<file path="src/rtl/sample_sequencer_if.sv">
// Command bus, shared sample bus, sample FIFO and status signals of the sample sequencer.
interface sample_sequencer_if;
  localparam int unsigned AW = 19;
  localparam int unsigned DW = 32;
  localparam int unsigned CW = 8;
  localparam int unsigned RW = 64;

  logic          cmd_bus_en;
  logic          cmd_bus_wr;
  logic [AW-1:0] cmd_bus_addr;
  logic [DW-1:0] cmd_bus_data;
  logic [DW-1:0] current_time;
  logic          output_sample;
  logic [CW-1:0] channel_select;
  logic [DW-1:0] sample_data;
  logic [RW-1:0] fifo_din;
  logic          fifo_wr_en;
  logic          fifo_full;
  logic          busy;
  logic          overflow;
  logic          overrun;

  modport master (
    input  cmd_bus_en, cmd_bus_wr, cmd_bus_addr, cmd_bus_data, current_time,
    input  sample_data, fifo_full,
    output output_sample, channel_select, fifo_din, fifo_wr_en, busy, overflow, overrun
  );

  modport slave (
    output cmd_bus_en, cmd_bus_wr, cmd_bus_addr, cmd_bus_data, current_time,
    output sample_data, fifo_full,
    input  output_sample, channel_select, fifo_din, fifo_wr_en, busy, overflow, overrun
  );
endinterface

</file>
<file path="src/rtl/sample_sequencer.sv">
// Periodic channel sampler: on each period tick, scans the enabled channels in ascending
// order and pushes {channel, timestamp, sample} records into the sample FIFO.
module sample_sequencer #(
  parameter int unsigned POSITION     = 240,
  parameter int unsigned NUM_CHANNELS = 16,
  parameter int unsigned SETTLE       = 2
) (
  input  logic               clk,
  input  logic               rst,
  sample_sequencer_if.master bus_io
);

  localparam int unsigned IW = (NUM_CHANNELS > 1) ? $clog2(NUM_CHANNELS) : 1;
  localparam int unsigned SW = (SETTLE > 1) ? $clog2(SETTLE) : 1;
  localparam int unsigned PW = 32;
  localparam int unsigned TW = 24;
  localparam int unsigned CW = 8;
  localparam int unsigned AW = 19;
  localparam int unsigned RW = 64;

  localparam logic [IW-1:0] LAST_IDX    = IW'(NUM_CHANNELS - 1);
  localparam logic [SW-1:0] LAST_SETTLE = SW'(SETTLE - 1);
  localparam logic [PW-1:0] PERIOD_RST  = PW'(75);
  localparam logic [AW-1:0] ADDR_MASK   = AW'(POSITION);
  localparam logic [AW-1:0] ADDR_PERIOD = AW'(POSITION + 1);
  localparam logic [AW-1:0] ADDR_CTRL   = AW'(POSITION + 2);

  typedef enum logic [2:0] {
    S_IDLE, S_WAIT, S_SCAN, S_SELECT, S_CAPTURE, S_PUSH
  } state_e;

  state_e                  state_q, state_d;
  logic [IW-1:0]           idx_q, idx_d;
  logic [SW-1:0]           settle_q, settle_d;
  logic [NUM_CHANNELS-1:0] mask_q, mask_d, shadow_q, shadow_d;
  logic [PW-1:0]           period_q, period_d, act_period_q, act_period_d, cnt_q, cnt_d;
  logic                    run_q, run_d;
  logic [TW-1:0]           ts_q, ts_d;
  logic [CW-1:0]           chan_q, chan_d;
  logic [RW-1:0]           din_q, din_d;
  logic                    wr_q, wr_d, os_q, os_d, busy_q, busy_d;
  logic                    ovf_q, ovf_d, ovr_q, ovr_d;
  logic                    wr_c, clr_c, tick_c, ovf_set_c, ovr_set_c;
  logic                    unused_time_c;

  assign unused_time_c = ^bus_io.current_time[PW-1:TW];

  // Command-bus register writes; period 0 is stored as 1, clear is a one-cycle strobe.
  always_comb begin
    wr_c     = bus_io.cmd_bus_en & bus_io.cmd_bus_wr;
    mask_d   = mask_q;
    period_d = period_q;
    run_d    = run_q;
    clr_c    = 1'b0;
    if (wr_c && bus_io.cmd_bus_addr == ADDR_MASK)
      mask_d = NUM_CHANNELS'(bus_io.cmd_bus_data);
    if (wr_c && bus_io.cmd_bus_addr == ADDR_PERIOD)
      period_d = (bus_io.cmd_bus_data == '0) ? PW'(1) : bus_io.cmd_bus_data;
    if (wr_c && bus_io.cmd_bus_addr == ADDR_CTRL) begin
      run_d = bus_io.cmd_bus_data[0];
      clr_c = bus_io.cmd_bus_data[1];
    end
  end

  // Period counter; a new period is picked up only at a wrap or while stopped.
  always_comb begin
    tick_c       = run_q && (cnt_q == act_period_q - PW'(1));
    cnt_d        = (!run_q || tick_c) ? '0 : cnt_q + PW'(1);
    act_period_d = (!run_q || tick_c) ? period_q : act_period_q;
  end

  always_comb begin
    state_d   = state_q;
    idx_d     = idx_q;
    settle_d  = settle_q;
    shadow_d  = shadow_q;
    ts_d      = ts_q;
    chan_d    = chan_q;
    din_d     = din_q;
    wr_d      = 1'b0;
    ovf_set_c = 1'b0;
    ovr_set_c = tick_c && (state_q inside {S_SCAN, S_SELECT, S_CAPTURE, S_PUSH});
    case (state_q)
      // A tick seen in the cycle run takes effect (period 1) starts a round as from WAIT.
      S_IDLE, S_WAIT: begin
        if (run_q) state_d = S_WAIT;
        if (tick_c) begin
          shadow_d = mask_q;
          ts_d     = bus_io.current_time[TW-1:0];
          if (mask_q != '0) begin
            idx_d   = '0;
            state_d = S_SCAN;
          end
        end
      end
      S_SCAN: begin
        if (shadow_q[idx_q]) begin
          chan_d   = CW'(idx_q);
          settle_d = '0;
          state_d  = S_SELECT;
        end else if (idx_q == LAST_IDX) begin
          state_d = S_WAIT;
        end else begin
          idx_d = idx_q + IW'(1);
        end
      end
      S_SELECT: begin
        if (settle_q == LAST_SETTLE) state_d = S_CAPTURE;
        else                         settle_d = settle_q + SW'(1);
      end
      S_CAPTURE: begin
        din_d   = {CW'(idx_q), ts_q, bus_io.sample_data};
        state_d = S_PUSH;
      end
      S_PUSH: begin
        if (bus_io.fifo_full) ovf_set_c = 1'b1;
        else                  wr_d      = 1'b1;
        if (idx_q == LAST_IDX) begin
          state_d = S_WAIT;
        end else begin
          idx_d   = idx_q + IW'(1);
          state_d = S_SCAN;
        end
      end
      default: state_d = S_IDLE;
    endcase
    // Stopping abandons the round immediately, including a pending push.
    if (!run_d) begin
      state_d   = S_IDLE;
      wr_d      = 1'b0;
      ovf_set_c = 1'b0;
    end
    os_d   = (state_d == S_SELECT);
    busy_d = state_d inside {S_SCAN, S_SELECT, S_CAPTURE, S_PUSH};
    ovf_d  = (ovf_q & ~clr_c) | ovf_set_c;
    ovr_d  = (ovr_q & ~clr_c) | ovr_set_c;
  end

  always_ff @(posedge clk) begin
    if (rst) begin
      state_q      <= S_IDLE;
      idx_q        <= '0;
      settle_q     <= '0;
      mask_q       <= '0;
      shadow_q     <= '0;
      period_q     <= PERIOD_RST;
      act_period_q <= PERIOD_RST;
      cnt_q        <= '0;
      run_q        <= 1'b0;
      ts_q         <= '0;
      chan_q       <= '0;
      din_q        <= '0;
      wr_q         <= 1'b0;
      os_q         <= 1'b0;
      busy_q       <= 1'b0;
      ovf_q        <= 1'b0;
      ovr_q        <= 1'b0;
    end else begin
      state_q      <= state_d;
      idx_q        <= idx_d;
      settle_q     <= settle_d;
      mask_q       <= mask_d;
      shadow_q     <= shadow_d;
      period_q     <= period_d;
      act_period_q <= act_period_d;
      cnt_q        <= cnt_d;
      run_q        <= run_d;
      ts_q         <= ts_d;
      chan_q       <= chan_d;
      din_q        <= din_d;
      wr_q         <= wr_d;
      os_q         <= os_d;
      busy_q       <= busy_d;
      ovf_q        <= ovf_d;
      ovr_q        <= ovr_d;
    end
  end

  assign bus_io.output_sample  = os_q;
  assign bus_io.channel_select = chan_q;
  assign bus_io.fifo_din       = din_q;
  assign bus_io.fifo_wr_en     = wr_q;
  assign bus_io.busy           = busy_q;
  assign bus_io.overflow       = ovf_q;
  assign bus_io.overrun        = ovr_q;

endmodule

</file>
<file path="src/flat_wrapper.sv">
// flat-port wrapper written by rule: the top's interface ports become plain ports
module sample_sequencer_flat 
#(
  parameter int unsigned POSITION     = 240,
  parameter int unsigned NUM_CHANNELS = 16,
  parameter int unsigned SETTLE       = 2
)
  (clk, rst, bus_io_cmd_bus_en, bus_io_cmd_bus_wr, bus_io_cmd_bus_addr, bus_io_cmd_bus_data, bus_io_current_time, bus_io_sample_data, bus_io_fifo_full, bus_io_output_sample, bus_io_channel_select, bus_io_fifo_din, bus_io_fifo_wr_en, bus_io_busy, bus_io_overflow, bus_io_overrun);
  sample_sequencer_if bus_io_i ();
  input  logic clk;
  input  logic rst;
  input wire logic [$bits(bus_io_i.cmd_bus_en)-1:0] bus_io_cmd_bus_en;
  input wire logic [$bits(bus_io_i.cmd_bus_wr)-1:0] bus_io_cmd_bus_wr;
  input wire logic [$bits(bus_io_i.cmd_bus_addr)-1:0] bus_io_cmd_bus_addr;
  input wire logic [$bits(bus_io_i.cmd_bus_data)-1:0] bus_io_cmd_bus_data;
  input wire logic [$bits(bus_io_i.current_time)-1:0] bus_io_current_time;
  input wire logic [$bits(bus_io_i.sample_data)-1:0] bus_io_sample_data;
  input wire logic [$bits(bus_io_i.fifo_full)-1:0] bus_io_fifo_full;
  output wire logic [$bits(bus_io_i.output_sample)-1:0] bus_io_output_sample;
  output wire logic [$bits(bus_io_i.channel_select)-1:0] bus_io_channel_select;
  output wire logic [$bits(bus_io_i.fifo_din)-1:0] bus_io_fifo_din;
  output wire logic [$bits(bus_io_i.fifo_wr_en)-1:0] bus_io_fifo_wr_en;
  output wire logic [$bits(bus_io_i.busy)-1:0] bus_io_busy;
  output wire logic [$bits(bus_io_i.overflow)-1:0] bus_io_overflow;
  output wire logic [$bits(bus_io_i.overrun)-1:0] bus_io_overrun;
  assign bus_io_i.cmd_bus_en = bus_io_cmd_bus_en;
  assign bus_io_i.cmd_bus_wr = bus_io_cmd_bus_wr;
  assign bus_io_i.cmd_bus_addr = bus_io_cmd_bus_addr;
  assign bus_io_i.cmd_bus_data = bus_io_cmd_bus_data;
  assign bus_io_i.current_time = bus_io_current_time;
  assign bus_io_i.sample_data = bus_io_sample_data;
  assign bus_io_i.fifo_full = bus_io_fifo_full;
  assign bus_io_output_sample = bus_io_i.output_sample;
  assign bus_io_channel_select = bus_io_i.channel_select;
  assign bus_io_fifo_din = bus_io_i.fifo_din;
  assign bus_io_fifo_wr_en = bus_io_i.fifo_wr_en;
  assign bus_io_busy = bus_io_i.busy;
  assign bus_io_overflow = bus_io_i.overflow;
  assign bus_io_overrun = bus_io_i.overrun;
  sample_sequencer #(.POSITION(POSITION), .NUM_CHANNELS(NUM_CHANNELS), .SETTLE(SETTLE)) u_core (.clk(clk), .rst(rst), .bus_io(bus_io_i));
endmodule
</file>
<file path="config.mk">
export PLATFORM = sky130hd
export DESIGN_NAME = sample_sequencer_flat
export DESIGN_NICKNAME = d
export VERILOG_FILES = /design/src/rtl/sample_sequencer_if.sv /design/src/rtl/sample_sequencer.sv /design/src/flat_wrapper.sv
export SDC_FILE = /design/constraint.sdc
export NUM_CORES = 1
export LEC_CHECK = 0
export ABC_AREA = 1
export CORE_ASPECT_RATIO = 1.75
export CORE_MARGIN = 5
export CORE_UTILIZATION = 45
export CTS_CLUSTER_SIZE = 24
export DETAILED_ROUTE_END_ITERATION = 10
export HOLD_SLACK_MARGIN = 0.03
export PLACE_DENSITY = 0.68
export SYNTH_ARGS = -nofsm -noshare
export SYNTH_HDL_FRONTEND = slang
export SYNTH_SLANG_ARGS = --single-unit
</file>
<file path="constraint.sdc">
create_clock -name clk -period 4.55 [get_ports clk]
set_input_delay 0.455 -clock clk [delete_from_list [all_inputs] [get_ports clk]]
set_output_delay 0.455 -clock clk [all_outputs]
set_load 0.01 [all_outputs]
</file>
Word level (Yosys, flattened, before mapping)
Index checks and enable logic that the tools add are counted.
{"block": "op_classes", "muxes": 26, "bitwise_logic": 8, "eq_ne": 18, "n_reduce_logical": 21, "div_mod_pow": 0, "add_sub_neg": 4, "order_cmp": 1, "shift": 0, "mul": 0}
{"operator": "$eq 19x8->1 const B", "n": 3}
{"operator": "$add 32x1->32 const B", "n": 1}
{"operator": "$eq 32x32->1", "n": 1}
{"operator": "$logic_not 32->1", "n": 1}
{"operator": "$mux 32", "n": 1}
{"operator": "$sub 32x1->32 const B", "n": 1}
{"operator": "$mux 3", "n": 7}
{"operator": "$mux 4", "n": 4}
{"operator": "$reduce_bool 16->1", "n": 1}
{"operator": "$pmux 3 s5", "n": 1}
{"operator": "$eq 3x2->1 const B", "n": 4}
{"operator": "$eq 3x3->1 const B", "n": 4}
{"operator": "$pmux 4 s3", "n": 1}
{"operator": "$mux 1", "n": 9}
{"operator": "$reduce_bool 4->1", "n": 2}
{"operator": "$reduce_and 2->1", "n": 3}
{"operator": "$logic_and 1x1->1", "n": 5}
{"operator": "$lt 4x5->1 const B", "n": 1}
{"operator": "$add 4x1->4 const B", "n": 1}
{"operator": "$bmux 1 s4", "n": 1}
{"operator": "$eq 4x4->1 const B", "n": 1}
{"operator": "$ne 2x1->1 const B", "n": 2}
{"operator": "$ne 2x2->1 const B", "n": 2}
{"operator": "$reduce_and 4->1", "n": 1}
{"operator": "other kinds (14)", "n": 20}
{"block": "totals", "mem_bits_rw": 0, "register_bits": 230, "in_bits": 120, "n_memories": 0, "word_cells": 95, "romBits": 0, "latchBits": 0, "output_inout_bits": 77}

Logic depth before layout (Yosys ltp)
{"block": "logic_depth", "depth_word": 8, "depth_mapped": 21, "ltp_nobuf": 21}

Worst setup path before layout
OpenSTA, ideal clock, no wires.
{"block": "synth_timing", "kind": "register to register", "from": "register u_core.act_period_q[0]", "to": "register u_core.act_period_q[18]", "stages_incl_launch_ff": 17, "t_arrival_ns": 2.158, "setup_slack_ns": 2.272, "path_buffers": 2, "synth_period_minus_slack_ns": 2.278, "required_ns": 4.431, "path_cell_list": "dfxtp_1 > inv_1 > ha_1 > nand2_1 > nor2_1 > nand2_1 > nor2_1 > xor2_1 > nand3_1 > nor2_1 > nand3_2 > nor2_4 > nor2_2 > buf_6 > buf_2 > o21ai_1 > a21oi_1"}
{"block": "synth_via", "elab_chain_cells": 4}
{"element": "start, declared", "line_no": "sample_sequencer.sv:36", "rtl": "logic [PW-1:0] period_q, period_d, act_period_q, act_period_d, cnt_q, cnt_d;"}
{"element": "start signal, assigned", "line_no": "sample_sequencer.sv:165", "rtl": "act_period_q <= act_period_d;"}
{"element": "$sub 32x1->32", "line_no": "sample_sequencer.sv:67", "rtl": "tick_c = run_q && (cnt_q == act_period_q - PW'(1));"}
{"element": "$eq 32x32->1", "line_no": "sample_sequencer.sv:67"}
{"element": "$logic_and 1x1->1", "line_no": "sample_sequencer.sv:67"}
{"element": "$logic_or 1x1->1", "line_no": "sample_sequencer.sv:69", "rtl": "act_period_d = (!run_q || tick_c) ? period_q : act_period_q;"}
No other way between the ends.
A chain may end at the register's enable or synchronous reset.

Final worst setup path
{"block": "layout_timing", "from": "register u_core.act_period_q[0]", "to": "register u_core.ts_q[11]"}
{"block": "layout_via", "elab_chain_cells": 4}
{"element": "$sub 32x1->32", "line_no": "sample_sequencer.sv:67"}
{"element": "$eq 32x32->1", "line_no": "sample_sequencer.sv:67"}
{"element": "$logic_and 1x1->1", "line_no": "sample_sequencer.sv:67"}
{"element": "$reduce_and 2->1 (no line)"}
{"element": "end signal, assigned", "line_no": "sample_sequencer.sv:168", "rtl": "ts_q <= ts_d;"}
{"element": "end, declared", "line_no": "sample_sequencer.sv:38", "rtl": "logic [TW-1:0] ts_q, ts_d;"}
No other way between the ends.

==> results.txt <==
----------------------------------------------------
[CTS]
  Clock tree root buffer cell ... clkbuf_16
  Post-CTS setup buffers ... 0
  CTS clk-pin slew, worst paths ... 70 ps
  CTS H-Tree Depth ... 1
  Hold bufs inserted after CTS ... 0
  Clock latency at the later pin of the worst-skew pair ... 510 ps
  Maximum root-to-sink buffer count ... 3
  TritonCTS buffer count ... 22
  TritonCTS clock tree ... built
  Number of cells upsized or downsized after cts ... 0
  Total clock sinks ... 230

[Placement]
  Number of input and output port buffers inserted ... 180
  Place WS ... 1260 ps
  Number of placed instances with taps included ... 1904
  GP Congestion ... 0.980
  Dpl hpwl ... 23000 um
  Cell Area, Placed ... 0.0124 mm2

[Worst hold path]
  Min-Delay Path Class ... flip-flop to flip-flop
  Hold path startpoint ... u_core.shadow_q[12]
  Hold Path Stages ... 2
  Endpoint, Worst Hold ... u_core.shadow_q[12]

[Critical path]
  Count of buffering cells on the critical path with inverters included ... 2
  CP cell instances ... inv_1 > ha_1 > nand2_1 > nor2_1 > nand2_1 > nor2_1 > xor2_1 > nand2_1 > nor2_1 > nand3_1 > nor2_1 > nand4_4 > buf_4 > o21ai_0 > a21oi_1
  Cell at the slowest stage of the critical path ... buf_4
  Required time reported for the critical path endpoint ... 4920 ps
  Kind of start point of the critical path ... flip-flop
  Path type of the worst setup path ... flip-flop to flip-flop
  Crit-path max FO ... 81
  Endpoint class of the critical path ... flip-flop
  R2R depth ... 15
  Arrival time reported for the critical path endpoint ... 3730 ps
  Flop2flop setup slack ... 1190 ps
  Cell occurring most often along the worst timing path ... nor2_1
  Family with the most delay on the worst path ... simple AND/OR/NAND/NOR gates
  Start of the worst register-to-register path ... u_core.act_period_q[0]
  Crit Reg-Reg Endpoint ... u_core.ts_q[11]
  CP peak stage delay ... 340 ps

[STA]
  Max frequency ... 298 MHz
  Remaining max-slew budget at the tightest pin ... 25.5%
  Worst Clk Skew ... 9.32 ps
  Number of max-slew violations in the final report ... 0
  Summed negative setup slack over all endpoints ... 0 ps
  Minimum clock period after layout ... 3360 ps
  Worst hold margin ... 445 ps
  Endpoints failing setup ... 0
  Final Cycle Share ... 73.8%
  Unrepaired setup endpoints after global routing ... no
  Transition time at the pin with the least slew margin ... 1120 ps
  Endpoints failing hold ... 0
  Worst Slack Setup Final ... 1190 ps

[Floorplan]
  Vert. Die Dim ... 212 um
  Placeable core region ... 0.0231 mm2
  Initial Utilization ... 45.3%
  Die ar. ... 0.0266 mm2
  Top-level port count ... 197
  Horizontal die dimension ... 125 um
  FP Rows ... 74

[Synth]
  Fraction of synthesis flops using an asynchronous set or reset pin ... 0%
  Cell area after synthesis ... 0.0105 mm2
  Leading cell types by total area after synthesis ... dfxtp_1 (44%), nand2_1 (9.5%), nor2_1 (8.2%), a21oi_1 (7.8%), o21ai_0 (7.3%)
  Post-synthesis sequential area ratio ... 43.9%
  Post-synth top flop ... dfxtp_1
  Count leader, synth ... nand2_1
  Post-Synthesis Mean Instance Area ... 7.08 um2
  Syn. warnings ... 0
  Number of cells produced by synthesis ... 1481
  Unique cell type count in the Yosys netlist ... 43
  Ranking of synthesized cells by instance count ... nand2_1 (266), dfxtp_1 (230), nor2_1 (229), a21oi_1 (163), o21ai_0 (152)
  Proportion of netlist area held by the largest area contributor ... 43.9%
  Cell type with the highest aggregate area in the netlist ... dfxtp_1
  Flip-flop and latch count after synthesis ... 230
  Number of flops mapped to enable cells by yosys ... 0

[Run status]
  Outcome ... finished, final reports clean

[Drt]
  Number of vias per cell after detailed routing ... 5.13
  Detail-routed net length per standard cell ... 15.6 um
  Count of TritonRoute iterations in the first routing pass ... 5
  Vias ... 9985
  Initial DRC Count ... 580
  Routed Wire Length ... 30300 um
  Final routed DRC violation total ... 0
  Number of nets still failing antenna checks after routing ... 0

[Layout]
  Number of filler instances in the final layout ... 2324
  Non-filler instance count after layout ... 1945
  Area delta synth->final ... 25.8%
  Fraction of final layout cells sized beyond drive strength 1 ... 4.45%
  Total Nets Final ... 1747
  Post-route design area ... 0.0132 mm2

[Global route]
  Vias in the first global route ... 9846
  Total GRT Usage ... 22.2%
  Grt ovf ... 0
  Pin count of the biggest net entering global routing ... 125
  Antenna violations before repair ... 0
  First-pass GRT wire length ... 48400 um

[Flow run]
  Max-capacitance violation count ... 0

[Power and ir drop]
  Areal power density over the cells ... 313 mW/mm2
  Leakage ... 5.11 nW
  Peak supply drop ... 0.370 mV

----------------------------------------------------
-- cell type report --
class / instances / area (um2) / share of cell area [%]
Clock buffer: 34 / 667 / 5.05
Sequential cell: 230 / 4600 / 34.9
Multi-Input combinational cell: 1052 / 5060 / 38.3
Inverter: 129 / 485 / 3.68
Clock inverter: 6 / 115 / 0.872
Tap cell: 304 / 380 / 2.88
Antenna cell: 1 / 2.50 / 0.0190
Timing Repair Buffer: 189 / 1880 / 14.3
-- worst reg2reg max path, stage by stage (launching register included) --
cell,delay [ps]
dfxtp_1,330
inv_1,120
ha_1,210
nand2_1,100
nor2_1,280
nand2_1,150
nor2_1,130
xor2_1,320
nand2_1,90
nor2_1,250
nand3_1,110
nor2_1,290
nand4_4,120
buf_4,340
o21ai_0,330
a21oi_1,60
-- where the power goes --
part	leakage [nW]	internal, mW	total [mW]	switching [mW]
clock	0.378	1.19	1.96	0.778
combinational	2.88	0.0958	0.159	0.0631
sequential	1.85	2.01	2.01	0.000000660
-- per-layer routing --
layer | track usage [%] | part of all wire (%) | vias up
met5 | 0 | 0 | -
met4 | 13.2 | 6.3 | 0
met3 | 3.90 | 4.7 | 89
met2 | 43.1 | 53 | 238
met1 | 21.6 | 36 | 4557
li1 | - | - | 5101
-- flip-flops by register name, summed over array words and instances (netlist names) --
signal	count
u_core.bus_io.fifo_din	60
u_core.act_period_q	32
u_core.cnt_q	32
u_core.period_q	32
u_core.ts_q	24
u_core.mask_q	16
u_core.shadow_q	16
u_core.bus_io.channel_select	4
u_core.idx_q	4
u_core.state_q	3
u_core.bus_io.busy	1
u_core.bus_io.fifo_wr_en	1
u_core.bus_io.output_sample	1
u_core.bus_io.overflow	1
u_core.bus_io.overrun	1
u_core.run_q	1
u_core.settle_q	1
-- how the worst max path moves through the flow --
stage | from | slack (ps) | cells after the start | end
global route | u_core.act_period_q[0] | 930 | 15 | u_core.shadow_q[0]
global placement | u_core.act_period_q[6] | 1370 | 15 | u_core.ts_q[2]
finish | u_core.act_period_q[0] | 1190 | 15 | u_core.ts_q[11]
floorplan | u_core.act_period_q[0] | 2270 | 16 | u_core.act_period_q[18]
CTS | u_core.act_period_q[0] | 1230 | 15 | u_core.ts_q[11]
detailed placement | u_core.act_period_q[0] | 1260 | 15 | u_core.ts_q[11]
-- layout by cell type, fill, tap and decap left out, types with 6 or more instances in the layout --
cell type	n
a21oi_1	163
buf_4	8
clkbuf_1	6
clkbuf_16	23
clkdlybuf4s50_1	180
conb_1	8
dfxtp_1	230
inv_1	123
nand2_1	266
nand3_1	52
nand3b_1	9
nand4_1	18
nor2_1	229
nor2_2	6
nor2_4	6
nor3_1	19
nor4_1	17
o21ai_0	152
o21ai_1	30
xnor2_1	23
xor2_1	21
-- kinds of logic (layout without fill, tap and decap cells) --
group,Yosys count,in the layout,share of synthesized area [%]
AND/OR/NAND/NOR,643,643,26.6
buffers and inverters,206,358,8.29
AO/OA/AOI/OAI,353,353,17.0
other,1,9,0.0357
XOR/XNOR,45,45,3.83
flip-flops,230,230,43.9
adder cells (fa/ha/maj),3,3,0.358
-- metrics by stage --
stage          util [%]  power (mW)
2_1_floorplan         -        2.11
3_3_place_gp       53.6        2.22
3_5_place_dp       53.6        2.22
4_1_cts            57.0        4.18
5_1_grt            57.0        4.28
6_report           57.0        4.13
(Power assumes the default switching activity.)
==> RTL change: new RTL, config.mk and constraints unchanged <==
`NUM_CHANNELS` is set to 16 in 2 places; all go to 32.
--- a/src/rtl/sample_sequencer.sv
+++ b/src/rtl/sample_sequencer.sv
@@ -2,7 +2,7 @@
 // order and pushes {channel, timestamp, sample} records into the sample FIFO.
 module sample_sequencer #(
   parameter int unsigned POSITION     = 240,
-  parameter int unsigned NUM_CHANNELS = 16,
+  parameter int unsigned NUM_CHANNELS = 32,
   parameter int unsigned SETTLE       = 2
 ) (
   input  logic               clk,
--- a/src/flat_wrapper.sv
+++ b/src/flat_wrapper.sv
@@ -2,7 +2,7 @@
 module sample_sequencer_flat 
 #(
   parameter int unsigned POSITION     = 240,
-  parameter int unsigned NUM_CHANNELS = 16,
+  parameter int unsigned NUM_CHANNELS = 32,
   parameter int unsigned SETTLE       = 2
 )
   (clk, rst, bus_io_cmd_bus_en, bus_io_cmd_bus_wr, bus_io_cmd_bus_addr, bus_io_cmd_bus_data, bus_io_current_time, bus_io_sample_data, bus_io_fifo_full, bus_io_output_sample, bus_io_channel_select, bus_io_fifo_din, bus_io_fifo_wr_en, bus_io_busy, bus_io_overflow, bus_io_overrun);
Formal check against the unedited RTL: not equivalent (Yosys sat finds a counterexample within 10 cycles, from zero or initial values and one cycle with rst high).
==> RTL change against the original RTL <==
  * Sequential share of layout area increased by 0.89 points
  * Area after synthesis up 14%
  * Count of clock-buffer cells in the layout increased by 2
  * Worst setup slack lost 0.050 ns
  * Power rose by 11%
  * Design area grew 12%
  * Sequential cell count increased by 35
  * Synthesized cell count is 20% higher
  * Wire length increased by 9.4%
  * Critical path type unchanged
  * Largest power group unchanged
==> RTL change: results (changes against the original RTL) <==
CTS Buf Count 26 (+18%); CP arrival 3.83 ns (+0.10 ns); # fillers 2,591 (+11%); Skew-Pair Late Insertion Delay 0.54 ns (+0.03 ns); Clk pwr share 0.459 (-0.016); Worst Hold Launch u_core.ts_q[6]$_SDFFE_PP0P_; GPL Wtd Cong 0.902 (-8.0%); worst vdd ir 0.332 mV (-10%); Routed WL per cell 14.7 µm (-6.0%); Synth cell types 37 (-14%); HPWL after detailed placement 24.9 mm (+8.0%); Adder-Cell Fraction of Synth Area 0.00417 (+0.000598); Worst Skew 0.0139 ns (+0.00462 ns); vias in the first global route 10,800 (+10%); Logic pwr share 0.036 (-0.002); Compound-Gate Fraction of Synth Area 0.120 (-0.0504); n_diodes 0 (-1); Synth Area in XOR/XNOR 0.0270 (-0.0112); DR iter-0 viols 664 (+14%); Power Total 4.59 mW (+11%); post-synthesis sequential area ratio 0.443 (+0.00372); Area contributors post-synth dfxtp_1 (44%), nand2_1 (12%), nor2_1 (12%); share of cells above drive strength 1 0.0459 (+0.00139); Gate Count Post-Synth 1,773 (+20%); Net Sw Frac 0.217 (+0.0135); Leak 6.45 nW (+26%); max FFs per register 61 (+1.7%); DR vias/cell 4.99 (-2.8%); top cells by count, synth nand2_1 (393), nor2_1 (382), dfxtp_1 (265); critical-path cell with the highest stage delay buf_12; outcome finished clean; post-placement cell area 14,000 µm² (+13%); Port-buffer cells 182 (+1.1%); global-route wire length before repair 53.1 mm (+9.7%); nets@finish 2,044 (+17%); Rel. slew slack 0.366 (+0.111); R2R Setup Slk 1.14 ns (-0.05 ns); CP max FO 63 (-22%); placed insts 2,216 (+16%); number of enable flip-flop cells after synthesis 0 (unchanged)
[RTL change: cell types whose count changed in the layout (fill, tap and decap cells not counted), sizes merged, moves of 5 or more]
cell,unedited run,this run
buf,9,14
clkinv,2,10
dfxtp,230,265
nand2,268,398
o21ai,182,159
nor2,241,397
a21oi,163,114
nor3,22,14
nor4,18,25
inv,129,166
nor3b,5,10
xnor2,23,15
[RTL change: layer usage]
| layer | vias to the layer above | GRT usage | share of wire | wire length (µm) |
|---|---|---|---|---|
| li1 | 5899 | - | - | - |
| met1 | 5031 | 0.214 | 0.37 | 12200 |
| met2 | 276 | 0.419 | 0.53 | 17600 |
| met3 | 84 | 0.0406 | 0.051 | 1710 |
| met4 | 0 | 0.109 | 0.053 | 1750 |
| met5 | - | 0 | 0 | 0 |
[RTL change: worst paths after layout]
kind	depth (start not counted)	endpoint
max	18	u_core.shadow_q[15]$_SDFFE_PP0P_
max reg2reg	18	u_core.shadow_q[15]$_SDFFE_PP0P_
min reg2reg	2	u_core.bus_io.fifo_din[38]$_SDFFE_PP0N_
min	2	u_core.bus_io.fifo_din[38]$_SDFFE_PP0N_
[RTL change: final cells by class]
class | instances | area, µm² | area share
Clock inverter | 11 | 66.3 | 0.00447
Sequential cell | 265 | 5310 | 0.358
Clock buffer | 36 | 769 | 0.0519
Tap cell | 324 | 405 | 0.0273
Multi-Input combinational cell | 1264 | 5700 | 0.385
Inverter | 168 | 633 | 0.0427
Timing Repair Buffer | 195 | 1940 | 0.131
[RTL change: through the flow]
step	worst slack (ns)	hold WS, ns
after CTS	1.14	0.451
after detailed placement	1.17	0.446
after global placement	1.20	0.436
final	1.14	0.452
after global routing	0.787	0.476
after floorplan	2.16	0.430
